**config.mk**
```make
export PLATFORM = sky130hd
export DESIGN_NAME = grid_position_tracker
export DESIGN_NICKNAME = d
export VERILOG_FILES = /design/src/rtl/grid_position_tracker.sv
export SDC_FILE = /design/constraint.sdc
export NUM_CORES = 1
export LEC_CHECK = 0
export CORE_UTILIZATION = 50
export CTS_CLUSTER_SIZE = 25
export DETAILED_ROUTE_END_ITERATION = 10
export PLACE_DENSITY = 0.87
export SYNTH_ARGS = -nofsm -noshare
export SYNTH_HDL_FRONTEND = slang
export SYNTH_SLANG_ARGS = --single-unit
```
**constraint.sdc**
```tcl
create_clock -name clk -period 1.8 [get_ports clk]
set_input_delay 0.27 -clock clk [delete_from_list [all_inputs] [get_ports clk]]
set_output_delay 0.27 -clock clk [all_outputs]
set_load 0.05 [all_outputs]
```
**src/rtl/grid_position_tracker.sv**
```systemverilog
// Registered (x, y) cell position on a bounded grid, stepped every TICK_DIV cycles
// from a 4-bit direction word; edges either wrap or halt with a sticky collision.
module grid_position_tracker #(
    parameter int unsigned COLS     = 16,
    parameter int unsigned ROWS     = 12,
    parameter int unsigned XW       = 4,
    parameter int unsigned YW       = 4,
    parameter int unsigned X0       = 0,
    parameter int unsigned Y0       = 0,
    parameter int unsigned TICK_DIV = 4,
    parameter bit          WRAP     = 1'b1
) (
    input  logic          clk,
    input  logic          rst,
    input  logic          start,
    input  logic          pause,
    input  logic          restart,
    input  logic [3:0]    dir_in,
    output logic [XW-1:0] x_out,
    output logic [YW-1:0] y_out,
    output logic          step_pulse,
    output logic          collision,
    output logic          running
);

    localparam int unsigned PW  = (TICK_DIV > 2) ? $clog2(TICK_DIV) : 1;
    localparam int unsigned XEW = XW + 1;
    localparam int unsigned YEW = YW + 1;

    localparam logic [PW-1:0]  PRE_LAST = PW'(TICK_DIV - 1);
    localparam logic [XEW-1:0] X_LIM    = XEW'(COLS);
    localparam logic [YEW-1:0] Y_LIM    = YEW'(ROWS);

    typedef enum logic [1:0] {
        S_IDLE = 2'd0,
        S_RUN  = 2'd1,
        S_HALT = 2'd2
    } state_t;

    state_t        state_q, state_d;
    logic [PW-1:0] pre_q, pre_d;
    logic [XW-1:0] x_q, x_d;
    logic [YW-1:0] y_q, y_d;
    logic          step_q, step_d;
    logic          col_q, col_d;
    logic          run_q, run_d;

    logic [XEW-1:0] x_inc, x_dec;
    logic [YEW-1:0] y_inc, y_dec;
    logic [XW-1:0]  x_mv;
    logic [YW-1:0]  y_mv;
    logic           x_hit, y_hit;

    // Candidate next position per axis, widened one bit so edges are explicit
    always_comb begin
        x_inc = XEW'(x_q) + XEW'(1);
        x_dec = XEW'(x_q) - XEW'(1);
        x_hit = 1'b0;
        x_mv  = x_q;
        if (dir_in[0]) begin
            if (dir_in[1]) begin
                if (x_inc >= X_LIM) begin
                    x_hit = 1'b1;
                    x_mv  = XW'(0);
                end else begin
                    x_mv = x_inc[XW-1:0];
                end
            end else begin
                if (x_dec[XW]) begin
                    x_hit = 1'b1;
                    x_mv  = XW'(COLS - 1);
                end else begin
                    x_mv = x_dec[XW-1:0];
                end
            end
        end
    end

    always_comb begin
        y_inc = YEW'(y_q) + YEW'(1);
        y_dec = YEW'(y_q) - YEW'(1);
        y_hit = 1'b0;
        y_mv  = y_q;
        if (dir_in[2]) begin
            if (dir_in[3]) begin
                if (y_inc >= Y_LIM) begin
                    y_hit = 1'b1;
                    y_mv  = YW'(0);
                end else begin
                    y_mv = y_inc[YW-1:0];
                end
            end else begin
                if (y_dec[YW]) begin
                    y_hit = 1'b1;
                    y_mv  = YW'(ROWS - 1);
                end else begin
                    y_mv = y_dec[YW-1:0];
                end
            end
        end
    end

    // Next-state, prescaler and step logic; restart overrides everything
    always_comb begin
        state_d = state_q;
        pre_d   = pre_q;
        x_d     = x_q;
        y_d     = y_q;
        step_d  = 1'b0;
        col_d   = col_q;
        if (restart) begin
            state_d = S_IDLE;
            pre_d   = '0;
            x_d     = XW'(X0);
            y_d     = YW'(Y0);
            col_d   = 1'b0;
        end else begin
            case (state_q)
                S_IDLE: begin
                    if (start) begin
                        state_d = S_RUN;
                        pre_d   = '0;
                    end
                end
                S_RUN: begin
                    if (!pause) begin
                        if (pre_q == PRE_LAST) begin
                            pre_d  = '0;
                            step_d = 1'b1;
                            if (!WRAP && (x_hit || y_hit)) begin
                                col_d   = 1'b1;
                                state_d = S_HALT;
                            end else begin
                                x_d = x_mv;
                                y_d = y_mv;
                            end
                        end else begin
                            pre_d = pre_q + PW'(1);
                        end
                    end
                end
                S_HALT: begin
                    state_d = S_HALT;
                end
                default: begin
                    state_d = S_IDLE;
                end
            endcase
        end
        run_d = (state_d == S_RUN);
    end

    always_ff @(posedge clk or posedge rst) begin
        if (rst) begin
            state_q <= S_IDLE;
            pre_q   <= '0;
            x_q     <= XW'(X0);
            y_q     <= YW'(Y0);
            step_q  <= 1'b0;
            col_q   <= 1'b0;
            run_q   <= 1'b0;
        end else begin
            state_q <= state_d;
            pre_q   <= pre_d;
            x_q     <= x_d;
            y_q     <= y_d;
            step_q  <= step_d;
            col_q   <= col_d;
            run_q   <= run_d;
        end
    end

    assign x_out      = x_q;
    assign y_out      = y_q;
    assign step_pulse = step_q;
    assign collision  = col_q;
    assign running    = run_q;

endmodule

```
==> run metrics, run 1 <==
status=complete, no violations; first-pass GRT wire length=3140 um; Hold Crit Class=primary input to asynchronous set/reset pin; Seq/Total Area, Yosys=about a third; Crit-path slowest cell=clkdlybuf4s50_1; row count=15; Final Hold Fails=0; crit-path cells=clkdlybuf4s50_1; layout cells sized above 1=18.5%; number of synthesized flops with an enable pin=0; area grow syn2layout=23.4%; I/O pin count=20; post-cts gate resize count=0; nets=~150; GRT overflow=0; cell taking the most area after synthesis=dfrtp_1; crit path DAT=1.41 ns; total CTS buffers=3; Setup WS pre-CTS=0.0705 ns; worst path bufs/invs=1; drt total wl=around 2000 um; CP Launch Type=flip-flop; Leakage Power=approximately 0.00053 uW; Worst-Skew Late Latency=between 0.2 and 0.3 ns; gr usage total=between 20 and 25%; final RePlAce weighted congestion=~0.95; final setup vio count=0; initial DRC count=23; Max Clock Freq=a little under 600 MHz; Hold Buf Count CTS=0; minimum clock period=about 1.7 ns; RSZ-0062 raised after global routing=false; Residual DRC=0; top-area cell type share of the netlist area=35.3%; Initial Utilization=55.1%; WHS=0.317 ns; crit end category=output pin; skew final=0.00565 ns; count of cell types in the netlist=44; TritonRoute pass-1 iters=4; Final Cycle Share=between 90% and 100%; Ys Warns=0; crit path kind=flip-flop to output pin; core area=1800 um2; Most used DFF post-synth=dfrtp_1; Critical Path RT=between 1.5 and 2 ns; Die Span X=roughly 47 um; Avg WL per Cell=approximately 13 um; setup TNS=0 ns; Max-Cap Viols=0; CP Max Fanout=1; synth top area cells=dfrtp_1, ha_1, a21oi_1, inv_1, nor2_1; mapped cell area=between 900 and 1000 um2; H-tree depth=1; max_slew headroom=66.1%; asr flop ratio synth=100%; Top delay family on crit path=buffers and inverters; CTS clock-pin slew for the worst setup and hold paths=around 0.090 ns; HPWL after DPL=approximately 1600 um; Max Transition Viols Final=0; PortBufs=18; largest net degree at the start of global routing=15; maximum VDD drop=between 400 and 500 uV; Clock Sinks=14; Die Y=46.6 um; synthesized instance count=between 100 and 150; final worst setup slack=approximately 0.12 ns; Slew @ Worst Pin=0.509 ns; die area=about 2200 um2; pwr/cell area=approximately 500 nW/um2; mean cell area of the mapped netlist=9.11 um2; TritonCTS clock tree=built; Inserted Diodes=0; fin cells=about 160; vias in the first global route=approximately 760; via count=881; FF+latch count, synth=14; clk buf depth=2; CTS root buffer=clkbuf_4; # placed instances=approximately 150; ANT nets after route=0; CP max stage delay=0.80 ns; DR vias/cell=~5.7; postcts setup bufs=0; Syn Nets=roughly 120; antenna violations before repair=0
-- flip-flops by register name (all words and copies together), names as in the netlist --
register / count
x_out: 4
y_out: 4
pre_q: 2
state_q: 2
running: 1
step_pulse: 1
-- routing by layer --
metal | global-route usage [%] | routed length, um
met1 | 27.2 | 967
met5 | 0 | 0
met2 | 33.3 | 1030
met4 | 7.65 | 10
met3 | 3.53 | 53
-- cells in the final DEF, fill, tap and decap left out, types with 3 or more instances in the layout --
| cell type | netlist | final |
|---|---|---|
| dfrtp_1 | 14 | 14 |
| buf_4 | 2 | 13 |
| clkdlybuf4s50_1 | 0 | 10 |
| inv_1 | 9 | 9 |
| a21oi_1 | 8 | 8 |
| nor2_1 | 8 | 8 |
| nand2_1 | 5 | 5 |
| ha_1 | 5 | 5 |
| nor3_1 | 4 | 4 |
| o21ai_0 | 4 | 4 |
| xnor2_1 | 3 | 3 |
| nand4_1 | 3 | 3 |
| clkbuf_4 | 0 | 3 |
-- per-stage QoR --
step / utilization [%] / power [uW] / instance area, um2
floorplan: - / 369 / 993
global placement: 65.6 / 399 / 1180
detailed placement: 65.6 / 402 / 1180
CTS: 67.6 / 628 / 1220
global route: 68.1 / 644 / 1230
finish: 68.1 / 620 / 1230
-- layout make-up --
cell class,instances,area (um2)
inverters,9,33.8
well taps,25,31.3
multi-input cells,80,577
fillers,149,576
flip-flops and latches,14,350
clock buffers,4,36.3
repair buffers,23,198
-- report_power, final --
part,switching (uW),total [uW],internal (uW)
combinational,40.0,73.8,33.7
sequential,3.92,322,319
clock,101,224,123
total,145,620,475
-- cell usage after synthesis, types with 2 or more instances --
cell type	number
nand2b_1	2
buf_2	2
inv_1	9
nor2b_1	2
nor3b_1	2
nand3_1	2
dfrtp_1	14
nor4bb_1	2
o41ai_1	2
nor2_1	8
o21ai_0	4
a21oi_1	8
nand2_1	5
nor3_1	4
nand4_1	3
xnor2_1	3
a31oi_1	2
and3b_1	2
nor4b_1	2
ha_1	5
buf_4	2
a211o_1	2
-- kinds of logic (layout without fill, tap and decap cells) --
kind of cell | after synthesis | after routing | synth area share (%)
simple gates | 41 | 41 | 26.6
compound gates | 29 | 29 | 20.3
buf+inv | 15 | 36 | 7.43
flops | 14 | 14 | 35.3
fa+ha+maj | 5 | 5 | 6.30
xor+xnor | 3 | 3 | 2.65
other cells | 1 | 1 | 0.377
mux | 1 | 1 | 1.13
-- final timing paths --
check                                     start              endpoint  slack, ns  cells past startpoint
setup / recovery              running$_DFF_PP0_               running       0.12                      1
hold / removal                              rst  pre_q[1]$_DFFE_PP0P_       0.32                      2
setup reg to reg           y_out[1]$_DFFE_PP0P_  y_out[3]$_DFFE_PP0P_       0.20                      5
hold reg to reg            pre_q[1]$_DFFE_PP0P_  pre_q[1]$_DFFE_PP0P_       0.54                      2
max in group asynchronous                   rst  y_out[3]$_DFFE_PP0P_       1.14                      2
min in group clk           pre_q[1]$_DFFE_PP0P_  pre_q[1]$_DFFE_PP0P_       0.54                      2
Power figures use the tool's default switching activity.
==> inputs of run 2 (changes only) <==
Settings changed: ABC_CLOCK_PERIOD_IN_PS set to 1800, SLEW_MARGIN set to 30.
==> results of run 2 <==
Final layout, timing and power as in run 1 (identical DEF).
==> inputs of run 3 (changes only) <==
Settings changed: CORE_MARGIN set to 2, CORE_UTILIZATION 50 to 45, PLACE_DENSITY 0.87 to 0.8.
==> run 3 against run 2 <==
Critical endpoint is now step_pulse. Sequential cell count is the same. Fmax fell by 0.67%. Combinational power shrank 1%. Utilization shrank 11 points. Wire length rose by 4.4%. Highest routed layer unchanged. Largest cell class unchanged. Sequential share of layout area is 0.23 points lower. Critical path depth unchanged. Sequential power hardly changed. Non-clock buffer count grew 1. Clock power is essentially flat. Cell count grew 2.6%.
==> run metrics, run 3 (synthesized netlist as in run 1, its figures left out) <==
status=complete, no violations; Worst R2R End=y_out[3]$_DFFE_PP0P_; placed cell area=1190 um2 (+0.95%); I/O pin count=20 (unchanged); switching share of power=23.4% (+0.097 points); P_sw=146 uW (+0.62%); H-tree depth=1 (unchanged); skew final=0.00237 ns (-0.00328 ns); die area=2600 um2 (+20%); crit-path cells=clkdlybuf4s50_1; CP Launch Type=flip-flop; Comb pwr share=11.7% (-0.2 points); row count=17 (+2); Max-Cap Viols=0 (unchanged); Internal=476 uW (about the same); initial DRC count=4 (-83%); Inserted Diodes=0 (unchanged); final RePlAce weighted congestion=0.902 (-4.8%); first-pass GRT wire length=3420 um (+8.8%); Crit-path slowest cell=clkdlybuf4s50_1; Tot Pwr=621 uW (+0.20%); max_slew headroom=66.4% (+0.33 points); Most Crowded Layer GR=met2; TritonCTS clock tree=built; Worst-Skew Late Latency=0.28 ns (about the same); Hold Crit Class=primary input to asynchronous set/reset pin; gr usage total=17.5% (-3.1 points); Slew @ Worst Pin=0.504 ns (-0.00497 ns); Top delay family on crit path=buffers and inverters; worst path bufs/invs=1 (unchanged); ANT nets after route=0 (unchanged); Max Transition Viols Final=0 (unchanged); Die Span X=51.0 um (+9.5%); vias in the first global route=782 (+2.5%); clock network power share=36.4% (+0.3 points); R2R Path Start=y_out[0]$_DFFE_PP0P_; Critical Path RT=1.53 ns (about the same); minimum clock period=1.69 ns (+0.0114 ns); fin cells=159 (+2.6%); Clock Sinks=14 (unchanged); setup TNS=0 ns (unchanged); fin area=1240 um2 (+0.82%); maximum VDD drop=499 uV (+6.7%); post-cts gate resize count=0 (unchanged); total CTS buffers=3 (unchanged); pwr/cell area=502 nW/um2 (-0.61%); drt total wl=2150 um (+4.4%); CTS root buffer=clkbuf_4; Initial Utilization=46.2% (-8.9 points); most frequent cells in the layout=buf_4, dfrtp_1, clkdlybuf4s50_1, inv_1; CP Max Fanout=1 (unchanged); final setup vio count=0 (unchanged); met2 Use GR=31.6% (-1.7 points); via count=889 (+0.91%); CTS clock-pin slew for the worst setup and hold paths=0.08 ns (about the same); PortBufs=18 (unchanged); Hold Buf Count CTS=0 (unchanged); crit end category=output pin; core area=2150 um2 (+19%); Avg WL per Cell=13.5 um (+1.7%); GRT overflow=0 (unchanged); flop-to-flop setup slack=0.15 ns (-0.05 ns); Final Cycle Share=94.0% (+0.63 points); GR Util met1=20.5% (-6.7 points); HPWL after DPL=1700 um (+9.4%); CP max stage delay=0.80 ns (about the same); antenna violations before repair=0 (unchanged); Die Y=51.0 um (+9.5%); area grow syn2layout=24.4%; DR vias/cell=5.59 (-1.6%); crit path DAT=1.42 ns (about the same); layout cells sized above 1=19.1% (+0.62 points); met3 usage=3.80% (+0.27 points); largest net degree at the start of global routing=15 (unchanged); Residual DRC=0 (unchanged); Max Clock Freq=591 MHz (-0.67%); Final Hold Fails=0 (unchanged); clk buf depth=2 (unchanged); RSZ-0062 raised after global routing=false; crit path kind=flip-flop to output pin; nets=146 (+0.69%); sequential share of power=51.9% (about the same); FF-to-FF path depth=5 (unchanged); postcts setup bufs=0 (unchanged); TritonRoute pass-1 iters=4 (unchanged); Leakage Power=0.000533 uW (about the same); # placed instances=155 (+2.6%)
-- run 3: cell count changes in the layout (fill, tap and decap cells not counted) --
cell / before / now
buf_4: 13 / 14
nor4bb_1: 2 / 1
nor4bb_2: 0 / 1
o41ai_1: 1 / 2
o41ai_2: 1 / 0
-- run 3: power by group through the flow --
stage          logic [uW]  clock network, uW  registers [uW]
6_report             72.7                226             322
5_1_grt              79.0                252             323
4_1_cts              73.4                237             322
3_5_place_dp         73.4                  0             329
3_3_place_gp         71.4                  0             328
2_1_floorplan        35.9                  0             333
-- run 3: final cells by class --
type	instances	area, um2
fillers	189	912
flip-flops and latches	14	350
multi-input cells	80	576
clock buffers	4	36.3
repair buffers	24	205
well taps	28	35.0
inverters	9	33.8
-- run 3: worst max-delay path by stage --
stage / from / to / slack (ns) / depth (start not counted)
4_1_cts: y_out[0]$_DFFE_PP0P_ / y_out[3]$_DFFE_PP0P_ / 0.08 / 5
5_1_grt: y_out[0]$_DFFE_PP0P_ / y_out[3]$_DFFE_PP0P_ / 0.05 / 5
3_5_place_dp: dir_in[3] / y_out[3]$_DFFE_PP0P_ / 0.02 / 5
3_3_place_gp: pause / y_out[0]$_DFFE_PP0P_ / 0.12 / 5
6_report: step_pulse$_DFF_PP0_ / step_pulse / 0.11 / 1
2_1_floorplan: x_out[0]$_DFFE_PP0P_ / x_out[0]$_DFFE_PP0P_ / 0.02 / 6
-- run 3: metal layers --
layer  wire length, um  up-vias
met2              1060       17
met5                 0        -
met4                27        0
met3                82        3
met1               981      425
li1                  -      444
-- run 3: per-stage QoR --
step	hold WS (ns)	util [%]	setup slack [ns]
after global routing	0.352	57.5	0.0453
after floorplan	0.159	-	0.0232
after global placement	0.509	55.6	0.124
after CTS	0.314	57.3	0.0794
final	0.304	57.5	0.108
after detailed placement	0.530	55.6	0.0233
